File: config.mk
export PLATFORM = sky130hd
export DESIGN_NAME = psram_burst_responder_flat
export DESIGN_NICKNAME = d
export VERILOG_FILES = /design/src/rtl/psram_burst_responder_if.sv /design/src/rtl/psram_burst_responder.sv /design/src/flat_wrapper.sv
export SDC_FILE = /design/constraint.sdc
export NUM_CORES = 2
export LEC_CHECK = 0
export BUFFER_PORTS_ARGS = -buffer_cell sky130_fd_sc_hd__buf_2
export CAP_MARGIN = 10
export CELL_PAD_IN_SITES_DETAIL_PLACEMENT = 1
export CELL_PAD_IN_SITES_GLOBAL_PLACEMENT = 2
export CORE_MARGIN = 10
export CORE_UTILIZATION = 51
export DETAILED_ROUTE_END_ITERATION = 12
export PLACE_DENSITY = 0.86
export SYNTH_ARGS = -nofsm -noshare
export SYNTH_HDL_FRONTEND = slang
export SYNTH_SLANG_ARGS = --single-unit
File: constraint.sdc
create_clock -name clk_i -period 4.4 [get_ports clk_i]
set_clock_uncertainty 0.1 [all_clocks]
set_input_delay 0.22 -clock clk_i [delete_from_list [all_inputs] [get_ports clk_i]]
set_output_delay 0.22 -clock clk_i [all_outputs]
set_load 0.1 [all_outputs]
File: src/rtl/psram_burst_responder_if.sv
// PSRAM bus between a burst controller (master) and the emulated device (slave).
// Carries the address/control strobes, both data directions and the wait line.
interface psram_if #(
    parameter int data_width          = 16,
    parameter int psram_address_width = 23
);
    logic [psram_address_width-1:0] psram_adr;
    logic [data_width-1:0]          psram_dat_i;
    logic [data_width-1:0]          psram_dat_o;
    logic                           psram_dat_oe;
    logic                           psram_ce_n;
    logic                           psram_adv_n;
    logic                           psram_oe_n;
    logic                           psram_we_n;
    logic                           psram_wait;

    modport master (
        output psram_adr,
        output psram_dat_i,
        output psram_ce_n,
        output psram_adv_n,
        output psram_oe_n,
        output psram_we_n,
        input  psram_dat_o,
        input  psram_dat_oe,
        input  psram_wait
    );

    modport slave (
        input  psram_adr,
        input  psram_dat_i,
        input  psram_ce_n,
        input  psram_adv_n,
        input  psram_oe_n,
        input  psram_we_n,
        output psram_dat_o,
        output psram_dat_oe,
        output psram_wait
    );
endinterface

File: src/rtl/psram_burst_responder.sv
// Burst PSRAM device emulator: latches a start address, waits a fixed access
// latency, then streams one word per clock to/from an internal memory array.
module psram_burst_responder #(
    parameter int data_width          = 16,
    parameter int psram_address_width = 23,
    parameter int mem_address_width   = 8,
    parameter int access_latency      = 2,
    parameter int max_burst           = 32
) (
    input  logic       clk_i,
    input  logic       rst_i,
    psram_if.slave     bus,
    output logic       busy,
    output logic [5:0] word_count
);

    localparam int LAT_W = (access_latency > 1) ? $clog2(access_latency) : 1;
    localparam logic [LAT_W-1:0] LAT_LAST  = LAT_W'(access_latency - 1);
    localparam logic [5:0]       BURST_END = 6'(max_burst - 1);

    typedef enum logic [1:0] {
        IDLE,
        LATENCY,
        DATA,
        EXHAUSTED
    } state_t;

    state_t                         state_q;
    state_t                         state_d;
    logic [LAT_W-1:0]               lat_q;
    logic [mem_address_width-1:0]   base_q;
    logic                           wr_q;
    logic [mem_address_width-1:0]   cur;
    logic                           addr_cyc;
    logic                           xfer;
    logic                           rd_drive;
    logic                           unused_adr_hi;

    logic [data_width-1:0] mem [0:(1 << mem_address_width) - 1];

    // Burst addresses wrap silently inside the internal array.
    function automatic logic [mem_address_width-1:0] wrap_addr(
        input logic [mem_address_width-1:0] base,
        input logic [5:0]                   k
    );
        return base + mem_address_width'(k);
    endfunction

    assign unused_adr_hi = ^bus.psram_adr;

    assign addr_cyc = ~bus.psram_ce_n & ~bus.psram_adv_n;
    // A word moves only in a plain DATA cycle: deselect, restart and reset all pre-empt it.
    assign xfer     = (state_q == DATA) & ~rst_i & ~bus.psram_ce_n & bus.psram_adv_n;
    assign cur      = wrap_addr(base_q, word_count);

    always_ff @(posedge clk_i) begin
        if (rst_i) begin
            state_q <= IDLE;
        end else begin
            state_q <= state_d;
        end
    end

    always_comb begin
        state_d = state_q;
        if (bus.psram_ce_n) begin
            state_d = IDLE;
        end else if (!bus.psram_adv_n) begin
            state_d = LATENCY;
        end else begin
            unique case (state_q)
                LATENCY:   if (lat_q == LAT_LAST) state_d = DATA;
                DATA:      if (word_count == BURST_END) state_d = EXHAUSTED;
                IDLE:      state_d = IDLE;
                EXHAUSTED: state_d = EXHAUSTED;
                default:   state_d = IDLE;
            endcase
        end
    end

    always_comb begin
        busy             = (state_q != IDLE);
        bus.psram_wait   = (state_q == LATENCY) || (state_q == EXHAUSTED);
        rd_drive         = xfer & ~wr_q & ~bus.psram_oe_n;
        bus.psram_dat_oe = rd_drive;
        bus.psram_dat_o  = rd_drive ? mem[cur] : '0;
    end

    always_ff @(posedge clk_i) begin
        if (rst_i) begin
            lat_q      <= '0;
            word_count <= '0;
        end else if (addr_cyc) begin
            lat_q      <= '0;
            word_count <= '0;
        end else begin
            if (state_q == LATENCY) begin
                lat_q <= lat_q + LAT_W'(1);
            end
            if (xfer) begin
                word_count <= word_count + 6'd1;
            end
        end
    end

    // Burst context and array contents survive reset; only the control path is cleared.
    always_ff @(posedge clk_i) begin
        if (addr_cyc && !rst_i) begin
            base_q <= bus.psram_adr[mem_address_width-1:0];
            wr_q   <= ~bus.psram_we_n;
        end
    end

    always_ff @(posedge clk_i) begin
        if (xfer && wr_q) begin
            mem[cur] <= bus.psram_dat_i;
        end
    end

endmodule

File: src/flat_wrapper.sv
// flat-port wrapper written by rule: the top's interface ports become plain ports
module psram_burst_responder_flat 
#(
    parameter int data_width          = 16,
    parameter int psram_address_width = 23,
    parameter int mem_address_width   = 8,
    parameter int access_latency      = 2,
    parameter int max_burst           = 32
)
  (clk_i, rst_i, busy, word_count, bus_psram_adr, bus_psram_dat_i, bus_psram_ce_n, bus_psram_adv_n, bus_psram_oe_n, bus_psram_we_n, bus_psram_dat_o, bus_psram_dat_oe, bus_psram_wait);
  psram_if #(.data_width(data_width), .psram_address_width(psram_address_width)) bus_i ();
  input  logic clk_i;
  input  logic rst_i;
  output logic busy;
  output logic [5:0] word_count;
  input wire logic [$bits(bus_i.psram_adr)-1:0] bus_psram_adr;
  input wire logic [$bits(bus_i.psram_dat_i)-1:0] bus_psram_dat_i;
  input wire logic [$bits(bus_i.psram_ce_n)-1:0] bus_psram_ce_n;
  input wire logic [$bits(bus_i.psram_adv_n)-1:0] bus_psram_adv_n;
  input wire logic [$bits(bus_i.psram_oe_n)-1:0] bus_psram_oe_n;
  input wire logic [$bits(bus_i.psram_we_n)-1:0] bus_psram_we_n;
  output wire logic [$bits(bus_i.psram_dat_o)-1:0] bus_psram_dat_o;
  output wire logic [$bits(bus_i.psram_dat_oe)-1:0] bus_psram_dat_oe;
  output wire logic [$bits(bus_i.psram_wait)-1:0] bus_psram_wait;
  assign bus_i.psram_adr = bus_psram_adr;
  assign bus_i.psram_dat_i = bus_psram_dat_i;
  assign bus_i.psram_ce_n = bus_psram_ce_n;
  assign bus_i.psram_adv_n = bus_psram_adv_n;
  assign bus_i.psram_oe_n = bus_psram_oe_n;
  assign bus_i.psram_we_n = bus_psram_we_n;
  assign bus_psram_dat_o = bus_i.psram_dat_o;
  assign bus_psram_dat_oe = bus_i.psram_dat_oe;
  assign bus_psram_wait = bus_i.psram_wait;
  psram_burst_responder #(.data_width(data_width), .psram_address_width(psram_address_width), .mem_address_width(mem_address_width), .access_latency(access_latency), .max_burst(max_burst)) u_core (.clk_i(clk_i), .rst_i(rst_i), .bus(bus_i), .busy(busy), .word_count(word_count));
endmodule
* Word level (Yosys, flattened, before mapping)
Memory sizes are Yosys's and may differ from the RTL's. Index checks and enable logic that the tools add are counted.
Storage, ports and cells: register bits 18, memories 1, output and inout bits 25, latch bits 0, word-level logic and storage cells 48, ROM bits 0, bits in writable memories 4096
Operators by class: add/sub/neg operators 3, divide/modulo/power cells 0, shifts and indexed selects 0, muxes and demuxes 7, bitwise operators 12, reductions and logical operators 11, equality and inequality tests 8, order comparisons 0, multiply operators 0
Memories:
- u_core.mem | words 256, bits a word 16, rd ports 1, clocked after Yosys merged registers in 0, write ports 1, RTL line psram_burst_responder.sv:39 | logic [data_width-1:0] mem [0:(1 << mem_address_width) - 1];
Operators by type and width (count):
- 2-to-1 mux 16 bit | 1
- adder 8 x 6 -> 8 bit | 1
- case mux 2 bit (4 select lines) | 1
- adder 6 x 1 -> 6 bit (second input constant) | 1
- AND 1 bit | 6
- equality test 6 x 5 -> 1 bit (second input constant) | 1
- inverter 1 bit | 6
- equality test 2 bit (second input constant) | 2
- 2-to-1 mux 2 bit | 2
- AND reduction 2 bit | 2
- OR reduction 2 bit | 2
- 2-to-1 mux 1 bit | 3
- inequality test 3 x 2 -> 1 bit (second input constant) | 1
- inequality test 3 bit (second input constant) | 1
- OR reduction 3 bit | 1
- equality test 2 x 1 -> 1 bit (second input constant) | 1
- logical AND 1 bit | 2
- zero test 2 bit | 1
- inequality test 2 x 1 -> 1 bit (second input constant) | 1
- inequality test 2 bit (second input constant) | 1
- nonzero test 2 bit | 1
- adder 1 bit (second input constant) | 1
- zero test 1 bit | 1
- logical OR 1 bit | 1

* Longest topological paths before layout
word-level depth 7, mapped depth 13

* Worst setup path before layout
Ideal clock, no wire load.
path kind register to output, from reg u_core.word_count[0], to out bus_psram_dat_o[10], cell stages (with the launch flop) 13, path slack -2.291 ns, buffers on the path 4, data arrival time 6.371 ns, cells stage by stage dfxtp_1 ha_1 fa_1 buf_4 buf_4 buf_2 buf_2 mux4_2 nand2_1 a32oi_1 a311o_1 nand4_1 nor4b_1
Between the ends: longest elaborated chain between the ends 3
RTL lines:
- from (decl) | RTL line psram_burst_responder.sv:14 | output logic [5:0] word_count
- from (signal assigned) | RTL line psram_burst_responder.sv:101 | word_count <= word_count + 6'd1;
- adder 8 x 6 -> 8 bit | RTL line psram_burst_responder.sv:46 | return base + mem_address_width'(k);
- memory read (256 x 16 bit)
- 2-to-1 mux 16 bit | RTL line psram_burst_responder.sv:86 | bus.psram_dat_o = rd_drive ? mem[cur] : '0;
- to (decl) | RTL line flat_wrapper.sv:22 | output wire logic [$bits(bus_i.psram_dat_o)-1:0] bus_psram_dat_o;
No other way between the ends.

* Final worst setup path
from reg u_core.base_q[0], to out bus_psram_dat_o[15]
Between the ends: longest elaborated chain between the ends 3
RTL lines:
- from (decl) | RTL line psram_burst_responder.sv:31 | logic [mem_address_width-1:0] base_q;
- from (signal assigned) | RTL line psram_burst_responder.sv:109 | base_q <= bus.psram_adr[mem_address_width-1:0];
- adder 8 x 6 -> 8 bit | RTL line psram_burst_responder.sv:46
- memory read (256 x 16 bit)
- 2-to-1 mux 16 bit | RTL line psram_burst_responder.sv:86
No other way between the ends.

==> flow_metrics.tcl <==
set metrics [dict create \
    ant_nets 0 \
    cp-end-kind "primary output" \
    die_w_um 579 \
    synth-main-ff-cell "edfxtp_1" \
    max-slew-margin-rel 0.0889 \
    synth_mux_area_frac 0.168 \
    synth_top_cell_area_share 0.773 \
    gp_congestion 0.891 \
    synth-simple-area-share 0.0239 \
    via_per_inst 7.27 \
    cts.root.buffer_cell "clkbuf_16" \
    power_density_mw_per_mm2 448 \
    synthArstFlopShare 0 \
    via_count 91900 \
    rsz0062_at_grt "yes" \
    numPlacedInstances 11700 \
    routedWlPerCell_um 45.4 \
    holdPathEnd "u_core.mem[187][12]$_DFFE_PP_" \
    outcome "finished with violations" \
    antenna_found_initial 36 \
    synth_top_area_cell "edfxtp_1" \
    final_cells 12600 \
    synthesis.area_mm2 0.159 \
    die_y_um 579 \
    final_cell_mix "edfxtp_1, mux4_2, buf_4, clkbuf_16, buf_12" \
    r2r_slack_ps -290 \
    syn_inst 7030 \
    buffer_ports.inserted 54 \
    critical_path_class "reg -> out" \
    hp-class "in -> reg" \
    cp.arrival_ps 5580 \
    overflow 0 \
    wl_mm 573 \
    max-cap-violations 0 \
    initial_core_util 0.512 \
    synth_compound_area_frac 0.0170 \
    ir_drop_uv 391 \
    layout-drive-gt1-share 0.358 \
    grt_pass1_wl_mm 742 \
    mostFrequentLayoutCell "edfxtp_1" \
    setup_slack_ps -1500 \
    syn_avg_cell_area_um2 22.7 \
    reg2reg_depth 14 \
    synth.distinct_cells 85 \
    die_area_mm2 0.335 \
    setup_violations 2327 \
    num-fill-cells 25100 \
    core_mm2 0.311 \
    dr.pass1.iters 7 \
    remaining_drc_errors 0 \
    grt_max_degree 162 \
    synth_edf_count 4105 \
    clock_path_buffers 4 \
    cp_data_required_time_ps 4080 \
    reg2reg_from "u_core.base_q[0]$_DFFE_PP_" \
    slew_viol_final 0 \
    total_leakage_power_nw 60.9 \
    worstSkewPairLatency_ps 1000 \
    cts_tree "yes" \
    synthXorXnorAreaFrac 0.000542 \
    syn_nets 7083 \
    synth-seq-area-share 0.775 \
    num_rows 205 \
    cts_buffers 409 \
    period_needed_ps 5900 \
    htree_levels 5 \
    worst_hold_slack_ps 104 \
    hold_violations 0 \
    drt-initial-drc-count 18000 \
    path_clk_slew_ps 70 \
    synth_seq_cells 4114 \
    hp-start "bus_psram_dat_i[12]" \
    max_freq_ghz 0.170 \
    synthAdderAreaFrac 0.000675 \
    cts_sinks 4114 \
    track_usage 0.313 \
    area_growth_pct 19.9 \
    failed_checks "setup timing" \
    synth_top_family_by_area "multiplexers" \
    reg2reg_to "u_core.mem[171][13]$_DFFE_PP_" \
    holdPathStages 1 \
    tightest_slew_ps 1370 \
    synth_area_leaders "edfxtp_1, mux4_2, nand2_1" \
    setup.worst_path.start_class "flop" \
    ios 70 \
    ys.warnings.count 0 \
    nNetsFinal 8170 \
    min_period_over_period 1.34 \
    post-dp-hpwl_mm 288 \
    cp_max_fo 8 \
    fin_util 0.614 \
    first_global_vias 90400 \
]
cell families after synthesis:
logic type / Yosys count
and+or+nand+nor: 874
muxes: 1264
DFF: 4114
xor gates and xnor gates: 9
buffers and inverters: 419
AOI/OAI and AO/OA: 342
adders and majority gates: 8
flip-flops by register name, summed over array words and instances (netlist names):
register and count:
u_core.mem 4096, u_core.base_q 8, u_core.word_count 6, u_core.state_q 2
u_core.lat_q 1, u_core.wr_q 1
metal layers:
layer,up-vias,wire [um],track usage,share of wire
li1,32100,-,-,-
met4,28,48800,0.190,0.085
met1,47400,181000,0.395,0.32
met2,9829,270000,0.500,0.47
met3,2433,72800,0.0721,0.13
met5,-,190,0,0.00033
worst max-delay path: stages (launching register included):
cell	delay [ps]
edfxtp_1	450
ha_4	210
fa_4	850
buf_12	220
buf_12	140
buf_12	150
buf_4	140
clkbuf_16	140
buf_4	100
mux4_2	360
mux2i_1	360
a32oi_1	150
a31oi_1	510
buf_4	250
a32oi_2	70
and4_4	280
buf_12	170
synth_stat cells (all sizes together), types with 20 or more instances:
cell type	number
nand2	333
a32o	48
nor2	281
a211oi	20
mux2i	117
nand3	154
edfxtp	4105
mux4	1122
mux2	25
o21ai	61
buf	300
a32oi	20
clkbuf	106
and3	25
final cells by class:
class                      count  area [um2]  area share
sequential                  4114      123000       0.646
multi-input combinational   2497       35000       0.183
timing repair buffer        1082       13400      0.0700
clock buffer                 470       10500      0.0550
tap                         4140        5180      0.0271
clock inverter               288        3410      0.0178
antenna                       22        55.1    0.000288
inverter                      13        48.8    0.000255
power by group:
part	internal, mW	switching, mW
clock network	20.9	17.0
registers	43.1	0.0130
logic	1.70	2.96
total	65.7	20.0
metrics by stage:
| step | total power, mW | worst slack [ps] | instance area (um2) | TNS, ps |
|---|---|---|---|---|
| 6_report | 85.7 | -1500 | 191000 | -179590 |
| 5_1_grt | 87.1 | -1350 | 191000 | -69680 |
| 3_3_place_gp | 47.7 | -632 | 174000 | -4070 |
| 3_5_place_dp | 47.8 | -709 | 174000 | -55170 |
| 2_1_floorplan | 45.8 | 29.1 | 160000 | 0 |
| 4_1_cts | 84.4 | -1300 | 189000 | -20330 |
worst max path at each step:
stage	cells past startpoint	endpoint	start	slack, ps
after global placement	12	bus_psram_dat_o[10]	u_core.base_q[0]$_DFFE_PP_	-630
after global routing	12	bus_psram_dat_o[7]	u_core.base_q[0]$_DFFE_PP_	-1350
final	16	bus_psram_dat_o[15]	u_core.base_q[0]$_DFFE_PP_	-1500
after CTS	16	bus_psram_dat_o[10]	u_core.base_q[0]$_DFFE_PP_	-1300
after floorplan	9	bus_psram_dat_o[14]	u_core.word_count[4]$_SDFFE_PP0N_	30
after detailed placement	12	bus_psram_dat_o[10]	u_core.base_q[0]$_DFFE_PP_	-710
repair_timing:
action                      CTS  global route
gates resized for setup     224           147
pin swaps                    36            54
setup endpoints to repair  2452          1171
buffers inserted             41            72
hold endpoints to repair   1496             0
cloned                        7            11
hold buffers                 39             0
No activity file was read; power rests on OpenSTA's default activity.
